===== src/rtl/f_pc_unit_pkg.sv =====
// Shared pipeline definitions: branch-compare and jump encodings, the fetch FSM
// state encoding and the default boot address.
package f_pc_unit_pkg;

  localparam logic [31:0] DEFAULT_RESET_PC = 32'h0000_3000;

  // s_D_cmp encodings; any other value never takes the branch
  localparam logic [1:0] BEQ_CMP = 2'b00;
  localparam logic [1:0] BNE_CMP = 2'b01;

  // D_jump encodings; 2'b11 is treated as no jump
  localparam logic [1:0] JUMP_NONE = 2'b00;
  localparam logic [1:0] JUMP_J    = 2'b01;
  localparam logic [1:0] JUMP_JR   = 2'b10;

  typedef enum logic [1:0] {
    StBoot = 2'b00,
    StRun  = 2'b01,
    StHold = 2'b10
  } pc_state_e;

  // Sequential fetch address; wraps modulo 2^32
  function automatic logic [31:0] pc_plus4(input logic [31:0] pc);
    return pc + 32'd4;
  endfunction

endpackage


===== src/rtl/f_pc_unit_npc.sv =====
// F_NPC: purely combinational branch/jump target generation and next-PC priority
// selection (jr > j/jal > taken branch > sequential).
module f_pc_unit_npc
  import f_pc_unit_pkg::*;
(
  input  logic [31:0] f_pc_i,
  input  logic [31:0] d_pc_i,
  input  logic        d_equal_i,
  input  logic [1:0]  s_d_cmp_i,
  input  logic        d_is_branch_i,
  input  logic [1:0]  d_jump_i,
  input  logic [15:0] d_imm16_i,
  input  logic [25:0] d_imm26_i,
  input  logic [31:0] d_rdata1_i,
  output logic [31:0] npc_o,
  output logic        taken_o,
  output logic        jump_o
);

  logic        is_j;
  logic        is_jr;
  logic [31:0] br_target;
  logic [31:0] j_target;

  assign is_j      = (d_jump_i == JUMP_J);
  assign is_jr     = (d_jump_i == JUMP_JR);
  assign jump_o    = is_j | is_jr;
  assign taken_o   = d_is_branch_i &
                     (((s_d_cmp_i == BEQ_CMP) & d_equal_i) |
                      ((s_d_cmp_i == BNE_CMP) & ~d_equal_i));
  assign br_target = pc_plus4(d_pc_i) + {{14{d_imm16_i[15]}}, d_imm16_i, 2'b00};
  assign j_target  = {d_pc_i[31:28], d_imm26_i, 2'b00};

  // Priority select of the next fetch address
  always_comb begin
    npc_o = pc_plus4(f_pc_i);
    if (is_jr) begin
      npc_o = d_rdata1_i;
    end else if (is_j) begin
      npc_o = j_target;
    end else if (taken_o) begin
      npc_o = br_target;
    end
  end

endmodule


===== src/rtl/f_pc_unit.sv =====
// Fetch PC unit: BOOT/RUN/HOLD sequencing, the PC register and a redirect counter.
// Optional macro PC_ALIGN_CHECK_EN adds a registered F_pc_misalign flag.
module f_pc_unit
  import f_pc_unit_pkg::*;
#(
  parameter logic [31:0] RESET_PC = DEFAULT_RESET_PC,
  parameter int unsigned CNT_W    = 16
) (
  input  logic             clk,
  input  logic             reset,
  input  logic             en,
  input  logic [31:0]      D_PC,
  input  logic             D_equal,
  input  logic [1:0]       s_D_cmp,
  input  logic             D_is_branch,
  input  logic [1:0]       D_jump,
  input  logic [15:0]      D_imm16,
  input  logic [25:0]      D_imm26,
  input  logic [31:0]      D_Rdata1,
  output logic [31:0]      F_PC,
  output logic             F_redirect,
  output logic [CNT_W-1:0] F_redirect_cnt
`ifdef PC_ALIGN_CHECK_EN
  ,
  output logic             F_pc_misalign
`endif
);

  pc_state_e        state_q, state_d;
  logic [31:0]      pc_q, pc_d;
  logic [CNT_W-1:0] cnt_q, cnt_d;
  logic [31:0]      npc;
  logic             taken;
  logic             jump_any;
  logic             load_npc;

  f_pc_unit_npc u_npc (
    .f_pc_i        (pc_q),
    .d_pc_i        (D_PC),
    .d_equal_i     (D_equal),
    .s_d_cmp_i     (s_D_cmp),
    .d_is_branch_i (D_is_branch),
    .d_jump_i      (D_jump),
    .d_imm16_i     (D_imm16),
    .d_imm26_i     (D_imm26),
    .d_rdata1_i    (D_Rdata1),
    .npc_o         (npc),
    .taken_o       (taken),
    .jump_o        (jump_any)
  );

  // State, PC and counter registers
  always_ff @(posedge clk or posedge reset) begin
    if (reset) begin
      state_q <= StBoot;
      pc_q    <= RESET_PC;
      cnt_q   <= '0;
    end else begin
      state_q <= state_d;
      pc_q    <= pc_d;
      cnt_q   <= cnt_d;
    end
  end

  // Next-state: any state moves to RUN when enabled, otherwise parks in HOLD
  always_comb begin
    state_d = state_q;
    unique case (state_q)
      StBoot:  state_d = en ? StRun : StHold;
      StRun:   state_d = en ? StRun : StHold;
      StHold:  state_d = en ? StRun : StHold;
      default: state_d = StBoot;
    endcase
  end

  // Outputs and datapath next values; NPC loads only from an enabled RUN cycle
  always_comb begin
    load_npc   = (state_q == StRun) & en;
    F_redirect = load_npc & (taken | jump_any);
    pc_d       = load_npc ? npc : pc_q;
    cnt_d      = cnt_q + CNT_W'(F_redirect);
  end

  assign F_PC           = pc_q;
  assign F_redirect_cnt = cnt_q;

`ifdef PC_ALIGN_CHECK_EN
  logic misalign_q, misalign_d;

  // Misalign flag tracks the alignment of the most recently loaded NPC
  always_ff @(posedge clk or posedge reset) begin
    if (reset) begin
      misalign_q <= 1'b0;
    end else begin
      misalign_q <= misalign_d;
    end
  end

  // Flag follows each NPC load; the PC itself is loaded unmodified
  always_comb begin
    misalign_d = load_npc ? (npc[1:0] != 2'b00) : misalign_q;
  end

  assign F_pc_misalign = misalign_q;
`endif

endmodule


===== config.mk =====
export PLATFORM = sky130hd
export DESIGN_NAME = f_pc_unit
export DESIGN_NICKNAME = d
export VERILOG_FILES = /design/src/rtl/f_pc_unit_pkg.sv /design/src/rtl/f_pc_unit_npc.sv /design/src/rtl/f_pc_unit.sv
export SDC_FILE = /design/constraint.sdc
export NUM_CORES = 1
export LEC_CHECK = 0
export BUFFER_PORTS_ARGS = -buffer_cell sky130_fd_sc_hd__buf_4
export CAP_MARGIN = 20
export CORE_ASPECT_RATIO = 2
export CORE_UTILIZATION = 39
export CTS_CLUSTER_SIZE = 20
export DETAILED_ROUTE_END_ITERATION = 12
export GPL_TIMING_DRIVEN = 0
export PLACE_DENSITY = 0.7
export SYNTH_ARGS = -nofsm -noshare
export SYNTH_HDL_FRONTEND = slang
export SYNTH_SLANG_ARGS = --single-unit

===== constraint.sdc =====
create_clock -name clk -period 4.1 [get_ports clk]
set_input_delay 0.615 -clock clk [delete_from_list [all_inputs] [get_ports clk]]
set_output_delay 0.615 -clock clk [all_outputs]
set_load 0.02 [all_outputs]

* Word-level counts from Yosys, hierarchy flattened
Index checks and enable logic that the tools add are counted.
** Word-level totals
- Register bits :: 50
- Bits of input ports :: 115
- Logic and storage cells :: 29
** Operators by class
- Add/sub/neg operators :: 4
- Equality and inequality tests :: 5
- Multiplexer cells :: 5
- Bitwise logic cells :: 9
- Reductions and logical operators :: 3
** Operators with widths (number)
- $mux W32 :: 3
- $add A32 B3 Y32 const B :: 2
- $add A32 B32 Y32 :: 1
- $add A16 B1 Y16 :: 1
- $eq A2 B1 Y1 const B :: 3
- $and A1 B1 Y1 :: 5
- $eq A2 B2 Y1 const B :: 2
- $logic_not A2 Y1 :: 2
- $mux W2 :: 2
- $or A1 B1 Y1 :: 3
- $reduce_or A3 Y1 :: 1
- $not A1 Y1 :: 1

* Longest topological paths before layout
- Depth after elaboration :: 7
- Depth in mapped cells :: 13
- Gate-level depth less buffers :: 13

* Modules after synthesis
A second synthesis with hierarchy kept.
** Unflattened totals
- Cells, all modules :: 677
- Area, all modules :: 5584.1 um^2
** By module, submodules not included
- f_pc_unit_npc :: instances 1, cells an instance 543, area an instance 3570.9 um^2
- f_pc_unit :: instances 1, cells an instance 134, area an instance 2013.2 um^2

* Least setup slack after synthesis
OpenSTA, ideal clock, no wires.
- Path type :: input to register
- From :: in D_PC[3]
- To :: reg pc_q[21], in the netlist F_PC[21]
- Setup time :: 0.133 ns
- Data arrival time :: 2.902 ns
- Data required time :: 3.967 ns
- Path slack :: 1.064 ns
- Stages :: 11
- Buffers on the path :: 0
- Cells stage by stage :: ha_1 -> ha_1 -> fa_1 -> a211oi_1 -> o211ai_1 -> a211o_1 -> a21o_1 -> a21oi_1 -> xnor2_1 -> o311ai_1 -> nand3_1
** On the way
- Longest elaborated chain between the ends :: 5
** RTL lines
- start: declaration :: RTL line f_pc_unit.sv:12 : input logic [31:0] D_PC,
- $add A32 B3 Y32 :: RTL line f_pc_unit_pkg.sv:24 : return pc + 32'd4;
- $add A32 B32 Y32 :: RTL line f_pc_unit_npc.sv:31 : assign br_target = pc_plus4(d_pc_i) + {{14{d_imm16_i[15]}}, d_imm16_i, 2'b00};
- $mux W32 :: RTL line f_pc_unit_npc.sv:41 : end else if (taken_o) begin
- $mux W32 :: RTL line f_pc_unit_npc.sv:39 : end else if (is_j) begin
- $mux W32 :: RTL line f_pc_unit_npc.sv:37 : if (is_jr) begin
- end signal: assignment :: RTL line f_pc_unit.sv:60 : pc_q <= pc_d;
- end: declaration :: RTL line f_pc_unit.sv:30 : logic [31:0] pc_q, pc_d;
No other way between the ends.
A chain may end at the register's enable or synchronous reset.

* Final worst setup path
- From :: in D_PC[4]
- To :: reg pc_q[26], in the netlist F_PC[26]
Same word-level chain as after synthesis.

==> qor.txt <==
Pwr/cell area - 364 mW/mm^2
Total track usage - 26.0%
Crit path launch - D_PC[4]
Hold buffer count at CTS - 0
Synth warnings - 0
Relative slew margins - 41.9%
Routed len/inst - 18.6 um
First-pass GRT wire length - 27700 um
CP Class - in2reg
Total global routing overflow - 0
DRC - 0
Setup_tns - 0 ns
Inserted Diodes - 0
Net Count, Synth - 821
Clock Pin Slew Worst Setup and Hold Paths - 0.07 ns
Starting density of the core - 40.2%
R2r startpoint - F_PC[2]
Drt total wl - 18000 um
RSZ-0062 raised after global routing - no
Worst-Margin Slew - 0.864 ns
Peak supply drop - 300 uV
Clock Path Buffers - 2
Final setup fails - 0
Final hold vios - 0
Dpl hpwl - 14500 um
Core Box Area - 0.0127 sq mm
Crit share post-route - 81.0%
IO Count - 164
Synth Area per Inst - 7.95 sq um
Skew final - 0.00939 ns
Via count - 5575
Crit-path slowest cell - a211oi_1
TritonCTS buffer count - 5
Asr flop ratio synth - 100%
Final Util - 52.9%
Routed Antenna Nets - 0
Initial DRT Pass Iterations - 5
Post-Syn Instances - 643
CP max stage delay - 0.52 ns
Die ar. - 0.0136 sq mm
Initial antenna violation count - 0
Nets@finish - 992
Clk_lat worst skew - 0.30 ns
Sequential element share of the synthesized area - 24.5%
Synth cell types - 60
Port-buffer cells - 163
Worst EP required - 4.29 ns
Clk sinks - 50
CP max FO - 4
Layout cells sized above 1 - 22.7%
#FFs+latches synth - 50
Resize count post-CTS - 0
HP Class - in2async
CP Data Arrival Time - 3.51 ns
CP Capture Type - register
Standard-cell row count - 58
CTS root buf - clkbuf_16
Die H - 164 um
CP Cell Sequence - buf_4, ha_1, ha_1, a211oi_1, o21bai_1, o211ai_1, a21oi_1, a211oi_1, o21ai_0, xnor2_1, o41ai_1
CTS tree - yes
Post-CTS Setup Inserts - 0
Ys flop type - dfrtp_1
Post-layout min period - 3.32 ns
DP Cell Count - 957
Startpoint Class - input pin
DRT iter0 DRCs - 298
Number of global-route vias before repair - 5534
Hold WS - 0.353 ns
Max Clk Rate - 301 MHz
Max Slew Vio Count - 0
Max cap viols - 0
Non-filler cells, final - 965
Status - completed
Largest net degree at the start of global routing - 28
Post-synth EDFFs - 0
H-tree depth - 2
Die Wd - 83.0 um
Area delta synth->final - 31.5%
Vias per Instance - 5.78
Cell Area, Synth - 0.00511 sq mm
P_leak - 0.00316 uW
Gp weighted congestion - 0.878
-- sequential cells by signal (all words and copies together) (netlist names) --
| signal | count |
|---|---|
| state_q | 2 |
| F_PC | 32 |
| F_redirect_cnt | 16 |
-- power by group --
group	switching [uW]	total (uW)	internal, uW
Sequential	173	780	607
Clock	206	514	308
Combinational	644	1150	507
Total	1020	2440	1420
-- final cells by class --
class / instances / area, sq um
fill: 1259 / 5980
clock inverter: 2 / 38.8
multi-input combinational: 547 / 3680
inverter: 18 / 67.6
sequential: 50 / 1250
clock buffer: 6 / 139
buffer: 28 / 114
tap: 150 / 188
timing repair buffer: 164 / 1240
-- critical path: cells and delay by family --
family | cells | cell delay [ns]
XOR/XNOR | 1 | 0.18
buffers and inverters | 1 | 0.11
AO/OA/AOI/OAI | 7 | 1.96
adder cells (fa/ha/maj) | 2 | 0.64
-- worst paths after layout --
kind                         endpoint  slack [ns]  cells past startpoint
setup / recovery             F_PC[26]        0.78                     11
hold / removal               F_PC[31]        0.35                      2
setup reg to reg             F_PC[30]        1.31                     10
hold reg to reg            state_q[1]        0.47                      1
max in group asynchronous    F_PC[12]        3.12                      3
min in group clk           state_q[1]        0.47                      2
-- cell families (layout without fill, tap and decap cells) --
group                      Yosys count  after routing  share of synthesized area, %
and+or+nand+nor                    205            205                          19.5
adders and majority gates           63             63                          15.6
xor gates and xnor gates            54             54                          9.25
buffers and inverters               46            218                          3.55
AOI/OAI and AO/OA                  218            218                          26.2
DFF                                 50             50                          24.5
muxes                                7              7                          1.40
-- synth_stat cells (all sizes together), types with 13 or more instances --
cell type	n	area share, %
inv	18	1.3
o22ai	13	1.6
dfrtp	48	24
nand2	64	4.7
clkbuf	22	1.6
a21oi	75	7.3
a21o	13	1.9
xnor2	36	6.2
ha	62	15
xor2	18	3.1
o21ai	47	4.6
nand3	31	3.0
nor2	52	3.9
-- metal layers --
metal / vias to the layer above / track usage [%] / wire [um]
met3: 48 / 2.76 / 948
met4: 0 / 13.9 / 870
met1: 2578 / 26.6 / 6320
li1: 2726 / - / -
met2: 223 / 50.9 / 9840
met5: - / 0 / 0
-- per-stage QoR --
step                setup slack [ns]  instance area, sq um  power (uW)
finish                         0.780                  6720        2440
global route                   0.478                  6720        2580
CTS                            0.766                  6720        2430
detailed placement             0.471                  6540        1920
global placement               0.492                  6520        1910
floorplan                       1.06                  5110        1440
-- layout by cell type, fill, tap and decap left out, types with 22 or more instances in the layout --
cell type,instances
xnor2_1,36
o21ai_0,46
ha_1,62
nor2_1,51
dfrtp_1,48
nand3_1,31
a21oi_1,75
clkbuf_1,22
nand2_1,64
buf_4,163
No activity file was read; power rests on OpenSTA's default activity.
